**src/rtl/addsub4_serial_unit.sv**
```systemverilog
`default_nettype none
// ============================================================================
//  Module      : addsub4_serial_unit
//  Description : Bit-serial add/subtract engine. One operand pair plus an
//                add/subtract select is accepted per request. The result is
//                computed LSB first, one bit per clock, through a single
//                full-adder slice and a carry flip-flop, then held on the
//                response port until the consumer takes it.
//  Revision    : 1.0 - initial release
// ----------------------------------------------------------------------------
//  Parameters
//    WIDTH      operand / result width in bits (>= 2)
//  Ports
//    clk        in   1      clock, rising edge
//    reset      in   1      asynchronous, active-low reset
//    req_valid  in   1      request present
//    req_ready  out  1      unit can accept a request (idle only)
//    av         in   WIDTH  operand A, sampled on request handshake
//    bv         in   WIDTH  operand B, sampled on request handshake
//    M          in   1      0 = A+B, 1 = A-B (A + ~B + 1)
//    rsp_valid  out  1      result available
//    rsp_ready  in   1      consumer takes result
//    resultv    out  WIDTH  sum/difference modulo 2^WIDTH
//    cout       out  1      carry out of MSB (subtract: 1 = no borrow)
//    ovf        out  1      signed overflow (only with ADDSUB_OVF_EN)
//  Build option
//    ADDSUB_OVF_EN  adds the ovf port and the signed-overflow flip-flop
// ============================================================================
module addsub4_serial_unit #(
  parameter int WIDTH = 4
) (
  input  logic             clk,
  input  logic             reset,
  input  logic             req_valid,
  output logic             req_ready,
  input  logic [WIDTH-1:0] av,
  input  logic [WIDTH-1:0] bv,
  input  logic             M,
  output logic             rsp_valid,
  input  logic             rsp_ready,
  output logic [WIDTH-1:0] resultv,
  output logic             cout
`ifdef ADDSUB_OVF_EN
  ,
  output logic             ovf
`endif
);

  localparam int IW = $clog2(WIDTH);

  localparam logic [1:0]    c_idle = 2'd0;
  localparam logic [1:0]    c_calc = 2'd1;
  localparam logic [1:0]    c_done = 2'd2;
  localparam logic [IW-1:0] c_last = IW'(WIDTH - 1);

  logic [1:0]       r_state;
  logic [WIDTH-1:0] r_a;       // operand A, shifted right each CALC cycle
  logic [WIDTH-1:0] r_b;       // operand B, shifted right each CALC cycle
  logic             r_m;
  logic             r_carry;
  logic [IW-1:0]    r_idx;
  logic [WIDTH-1:0] r_sh;      // result bits assembled so far
  logic [WIDTH-1:0] r_result;  // visible result, updated only on entry to DONE
  logic             r_cout;
`ifdef ADDSUB_OVF_EN
  logic             r_ovf;
  logic             w_ovf;
`endif

  logic             w_bi;
  logic             w_sum;
  logic             w_cnext;
  logic [WIDTH-1:0] w_sh_next;

  // Single full-adder slice; B is inverted for subtract, and the +1 comes
  // from the carry being preloaded with M at acceptance.
  assign w_bi    = r_b[0] ^ r_m;
  assign w_sum   = r_a[0] ^ w_bi ^ r_carry;
  assign w_cnext = (r_a[0] & w_bi) | (r_a[0] & r_carry) | (w_bi & r_carry);

`ifdef ADDSUB_OVF_EN
  // On the last slice r_carry is the carry into the MSB.
  assign w_ovf = r_carry ^ w_cnext;
`endif

  always_comb begin
    w_sh_next        = r_sh;
    w_sh_next[r_idx] = w_sum;
  end

  always_ff @(posedge clk or negedge reset) begin
    if (!reset) begin
      r_state  <= c_idle;
      r_a      <= '0;
      r_b      <= '0;
      r_m      <= 1'b0;
      r_carry  <= 1'b0;
      r_idx    <= '0;
      r_sh     <= '0;
      r_result <= '0;
      r_cout   <= 1'b0;
`ifdef ADDSUB_OVF_EN
      r_ovf    <= 1'b0;
`endif
    end else begin
      case (r_state)
        c_idle: begin
          if (req_valid) begin
            r_a     <= av;
            r_b     <= bv;
            r_m     <= M;
            r_carry <= M;
            r_idx   <= '0;
            r_sh    <= '0;
            r_state <= c_calc;
          end
        end
        c_calc: begin
          r_a     <= r_a >> 1;
          r_b     <= r_b >> 1;
          r_carry <= w_cnext;
          r_sh    <= w_sh_next;
          r_idx   <= r_idx + 1'b1;
          if (r_idx == c_last) begin
            r_result <= w_sh_next;
            r_cout   <= w_cnext;
`ifdef ADDSUB_OVF_EN
            r_ovf    <= w_ovf;
`endif
            r_state  <= c_done;
          end
        end
        c_done: begin
          if (rsp_ready) begin
            r_state <= c_idle;
          end
        end
        default: r_state <= c_idle;
      endcase
    end
  end

  assign req_ready = (r_state == c_idle);
  assign rsp_valid = (r_state == c_done);
  assign resultv   = r_result;
  assign cout      = r_cout;
`ifdef ADDSUB_OVF_EN
  assign ovf       = r_ovf;
`endif

endmodule
`default_nettype wire

```
**config.mk**
```make
export PLATFORM = sky130hd
export DESIGN_NAME = addsub4_serial_unit
export DESIGN_NICKNAME = d
export VERILOG_FILES = /design/src/rtl/addsub4_serial_unit.sv
export SDC_FILE = /design/constraint.sdc
export NUM_CORES = 1
export LEC_CHECK = 0
export BUFFER_PORTS_ARGS = -buffer_cell sky130_fd_sc_hd__buf_2
export CORE_MARGIN = 5
export CORE_UTILIZATION = 45
export DETAILED_ROUTE_END_ITERATION = 16
export PLACE_DENSITY = 0.67
export SETUP_SLACK_MARGIN = 0.4
export SYNTH_ARGS = -nofsm -noshare
export SYNTH_HDL_FRONTEND = slang
export SYNTH_SLANG_ARGS = --single-unit
```
**constraint.sdc**
```tcl
create_clock -name clk -period 4.23 [get_ports clk]
set_input_delay 0.423 -clock clk [delete_from_list [all_inputs] [get_ports clk]]
set_output_delay 0.423 -clock clk [all_outputs]
set_load 0.01 [all_outputs]
```
; Word level (Yosys, flattened, before mapping)
; Cells that the tools add are included.
[word_totals]
latch_bits = 0
rom_bits = 0
mem_count = 0
elab_cells = 50
ff_bits = 23
in_bits = 13
ram_bits = 0
[op_classes]
div = 0
mul = 0
order_cmp = 2
eq_ne = 6
shift = 0
bitwise = 8
addsub = 1
reduce_logical = 7
muxes = 17
[op_table]
columns = operator, n
row1 = $pmux 4 s2, 3
row2 = $mux 4, 3
row3 = $mux 2, 4
row4 = $pmux 2 s3, 1
row5 = $reduce_and 2->1, 3
row6 = $bwmux 4, 1
row7 = $eq 2x2->1 const B, 2
row8 = $ne 2x2->1 const B, 2
row9 = $pmux 2 s2, 1
row10 = $and 1x1->1, 3
row11 = $lt 2x3->1 const B, 1
row12 = $reduce_and 3->1, 1
row13 = $xor 1x1->1, 3
row14 = $add 2x1->2 const B, 1
row15 = $demux 1 s2, 1
row16 = $eq 2x1->1 const B, 1
row17 = $ge 2x1->1 const B, 1
row18 = $logic_not 2->1, 1
row19 = $mux 1, 2
row20 = $ne 2x1->1 const B, 1
row21 = $or 1x1->1, 2
row22 = $pmux 1 s2, 1
row23 = $reduce_bool 2->1, 1
row24 = $logic_and 1x1->1, 1

; Depth between registers and ports, before layout
[depth]
ltp_word = 6
mapped_depth = 5
depth_no_buf = 5

; Least setup slack after synthesis
; Ideal clock, no wire load.
[synth_path]
path_kind = register -> register
startpoint = reg r_b[0]
endpoint = reg r_sh[0]
setup_slack_ns = 2.792
arrival_time_ns = 1.351
n_path_buf = 0
stages_incl_launch_ff = 6
period_less_slack_ns = 1.438
path_cell_list = dfrtp_1 xnor2_1 fa_1 nor2_1 nand3_1 o211ai_1
[synth_between]
elab_chain_len = 5
[synth_rtl]
columns = item, line
row1 = "start, declared", 58  ; logic [WIDTH-1:0] r_b;
row2 = "start signal, assigned", 110  ; r_b <= bv;
row3 = "start signal, assigned", 120  ; r_b <= r_b >> 1;
row4 = $xor 1x1->1, 77  ; assign w_bi = r_b[0] ^ r_m;
row5 = $xor 1x1->1 (2 in series), 78  ; assign w_sum = r_a[0] ^ w_bi ^ r_carry;
row6 = $bwmux 4, 88  ; w_sh_next[r_idx] = w_sum;
row7 = $pmux 4 s2, 106  ; case (r_state)
row8 = "end signal, assigned", 122  ; r_sh <= w_sh_next;
row9 = "end, declared", 62  ; logic [WIDTH-1:0] r_sh;
; Every way passes these cells.
; A chain may end at the register's enable or synchronous reset.

; Worst setup path after layout
[layout_path]
startpoint = reg r_state[0]
endpoint = out rsp_valid
[layout_between]
elab_chain_len = 1
[layout_rtl]
columns = item, line
row1 = "start, declared", 56  ; logic [1:0] r_state;
row2 = "start signal, assigned", 93  ; r_state <= c_idle;
row3 = "start signal, assigned", 115  ; r_state <= c_calc;
row4 = "start signal, assigned", 130  ; r_state <= c_done;
row5 = $eq 2x2->1, 144  ; assign rsp_valid = (r_state == c_done);
row6 = "end, declared", 39  ; output logic rsp_valid,
; Every way passes these cells.

==> results.py <==
metrics = {
    "synthesis": {
        "syn_area_per_cell_um2": 9.400,
        "synth_top_area_share_pct": 49.22,
        "synth_seq_cells": 22,
        "yosys_warnings": 0,
        "synthTopCellsByCount": "dfrtp_1, nor3_1, nand2_1",
        "synth_most_common_cell": "dfrtp_1",
        "syn_nets": 137,
        "synth_edf_count": 0,
        "ys_types": 25,
        "yosys.area.top_type": "dfrtp_1",
        "synth_cells": 119,
        "yosys-top-cells-area": "dfrtp_1, nor3_1, o21ai_0",
        "yosysSeqAreaShare_pct": 49.22,
        "synth_ff_type": "dfrtp_1",
        "synthArstFlopShare_pct": 100.0,
        "syn_area_um2": 1119,
    },
    "run_status": {
        "outcome": "complete, no violations",
    },
    "clocking": {
        "h-tree-depth": 1,
        "tritoncts": "yes",
        "cts_buffers": 3,
        "clockRootBuffer": "clkbuf_4",
        "cts.path.max_buffers": 2,
        "post_cts_buffers": 0,
        "cts.sinks": 22,
        "cts_resized": 0,
        "cts_hold_buf": 0,
        "clk_latency_ns": 0.32,
        "clk_pin_slew_ns": 0.13,
    },
    "setup_path": {
        "slowest_stage": "dfrtp_1",
        "required_ns": 3.81,
        "crit_arrival_ns": 1.52,
        "worstSetupEndpointType": "output pin",
        "cp-start-kind": "register",
        "slowest_delay_ns": 0.93,
        "cp_cell_sequence": "nor2_1 -> buf_2",
        "cp_max_fo": 32,
        "crit_family": "flip-flops",
        "path_buf_inv": 1,
        "crit_type": "reg -> out",
    },
    "power": {
        "ir_drop_mv": 0.3997,
        "p_leak_uw": 0.0005808,
        "power_density_nw_per_um2": 798.2,
    },
    "place": {
        "place_hpwl_um": 1657,
        "place_congestion": 0.7925,
        "portBuffers": 19,
        "dp_slack_ns": 2.518,
    },
    "grt": {
        "grt_pass1_wl_um": 3864,
        "grt.overflow.total": 0,
        "grt_max_degree": 33,
        "antenna_found_initial": 0,
        "grt_pass1_vias": 865,
        "track_usage_pct": 14.25,
    },
    "sta": {
        "min_period_ns": 1.943,
        "tightest_slew_ns": 0.8601,
        "rsz0062_at_grt": "no",
        "fin_ws_ns": 2.287,
        "slew_violations": 0,
        "max_freq_mhz": 514.6,
        "finalSetupTns_ns": 0,
        "hold_viol_final": 0,
        "skew_ns": 0.01161,
        "finalSetupViolCount": 0,
        "finalCritPeriodShare_pct": 45.94,
        "max-slew-margin-rel_pct": 42.66,
    },
    "floorplan": {
        "initial_core_util_pct": 45.99,
        "fp.dieArea_um2": 3583,
        "die_h_um": 59.86,
        "pin_count": 20,
        "num_rows": 18,
        "die_x_um": 59.86,
        "coreArea_um2": 2432,
    },
    "detailed_routing": {
        "drc_errors": 0,
        "dr.pass1.iters": 4,
        "vias_per_cell": 5.434,
        "post_drt_wl_per_cell_um": 13.86,
        "wl_um": 2301,
        "drtAntennaViolNets": 0,
        "via_count": 902,
        "drt_iter0_markers": 34,
    },
    "layout": {
        "area_delta_synth_final_pct": 13.42,
        "nFillCells": 231,
        "drive_gt1_share_pct": 19.85,
        "n_antenna_cell": 0,
        "nets": 155,
    },
    "run": {
        "drv_cap": 0,
    },
    "min_path": {
        "hp-class": "in -> async",
    },
}
[metrics by stage]
stage                     power (µW)  cell area [µm²]  hold WS [ns]  util (%)  std cells
final                           1013             1269       0.05023     52.16        166
after global routing            1105             1269       0.06923     52.16        166
after CTS                       1019             1269       0.05893     52.16        166
after detailed placement       857.0             1216        0.4125     50.00        162
after global placement         840.4             1216        0.4110     50.00        162
after floorplan                746.4             1119        0.1274         -        119
[worst paths after layout]
kind	from	endpoint	slack, ns	cells past startpoint
min in group clk	rsp_ready	r_state[1]$_DFFE_PN0P_	0.27	2
setup reg to reg	r_state[0]$_DFFE_PN0P_	resultv[1]$_DFFE_PN0P_	2.51	3
max in group asynchronous	reset	r_idx[1]$_DFFE_PN0P_	3.84	1
setup / recovery	r_state[0]$_DFFE_PN0P_	rsp_valid	2.29	2
hold reg to reg	resultv[2]$_DFFE_PN0P_	resultv[2]$_DFFE_PN0P_	0.49	2
hold / removal	reset	r_state[1]$_DFFE_PN0P_	0.05	1
[routing by layer]
metal	GRT usage, %	vias up	routed length (µm)
met5	0	-	0
met4	5.696	0	41
met3	2.592	5	120
met2	20.99	28	1025
met1	20.54	422	1114
li1	-	447	-
[layout make-up]
| class | count | area (µm²) | share of cell area [%] |
|---|---|---|---|
| Sequential cell | 22 | 550.5 | 43.39 |
| Clock inverter | 1 | 30.03 | 2.367 |
| Inverter | 5 | 18.77 | 1.479 |
| Multi-Input combinational cell | 86 | 514.2 | 40.53 |
| Timing Repair Buffer | 19 | 95.09 | 7.495 |
| Clock buffer | 3 | 22.52 | 1.775 |
| Tap cell | 30 | 37.54 | 2.959 |
[logic make-up (layout without fill, tap and decap cells)]
family / after synthesis / after routing / synth area share, %
buffers and inverters: 11 / 28 / 4.810
and+or+nand+nor: 51 / 51 / 21.70
xor gates and xnor gates: 1 / 1 / 0.7831
AOI/OAI and AO/OA: 28 / 28 / 16.22
muxes: 1 / 1 / 1.007
adders and majority gates: 5 / 5 / 6.264
DFF: 22 / 22 / 49.22
[worst register-to-register path, delay by kind of cell, from the launching register on]
family           cells  cell delay (ns)
AND/OR/NAND/NOR      2             0.57
AO/OA/AOI/OAI        1             0.09
flip-flops           1             0.93
[flip-flops by register name (all words and copies together), names as in the netlist]
signal / flops
resultv: 4
r_sh: 3
r_carry: 1
r_state: 2
cout: 1
r_b: 4
r_idx: 2
r_a: 4
r_m: 1
[placed cells by master (no fill, tap or decap)]
cell and n:
or2b_4 1, o21ai_0 13, a21oi_1 1, nor3_1 18
a221oi_2 1, o31ai_1 1, dfrtp_1 22, nor2b_1 2
inv_1 5, mux2_2 1, o211ai_1 3, xnor2_1 1
bufinv_16 1, buf_2 19, o21bai_2 1, o22ai_1 6
nand2_1 17, nand3b_1 1, a22o_1 2, nand3_1 3
or2b_1 1, fa_1 1, clkbuf_4 3, nand2b_1 2
ha_1 4, nor2_1 6
[report_power, final]
part	internal, µW	switching, µW
Clock	95.8	66.1
Combinational	197	242
Sequential	304	108
Total	597	416
No activity file was read; power rests on OpenSTA's default activity.
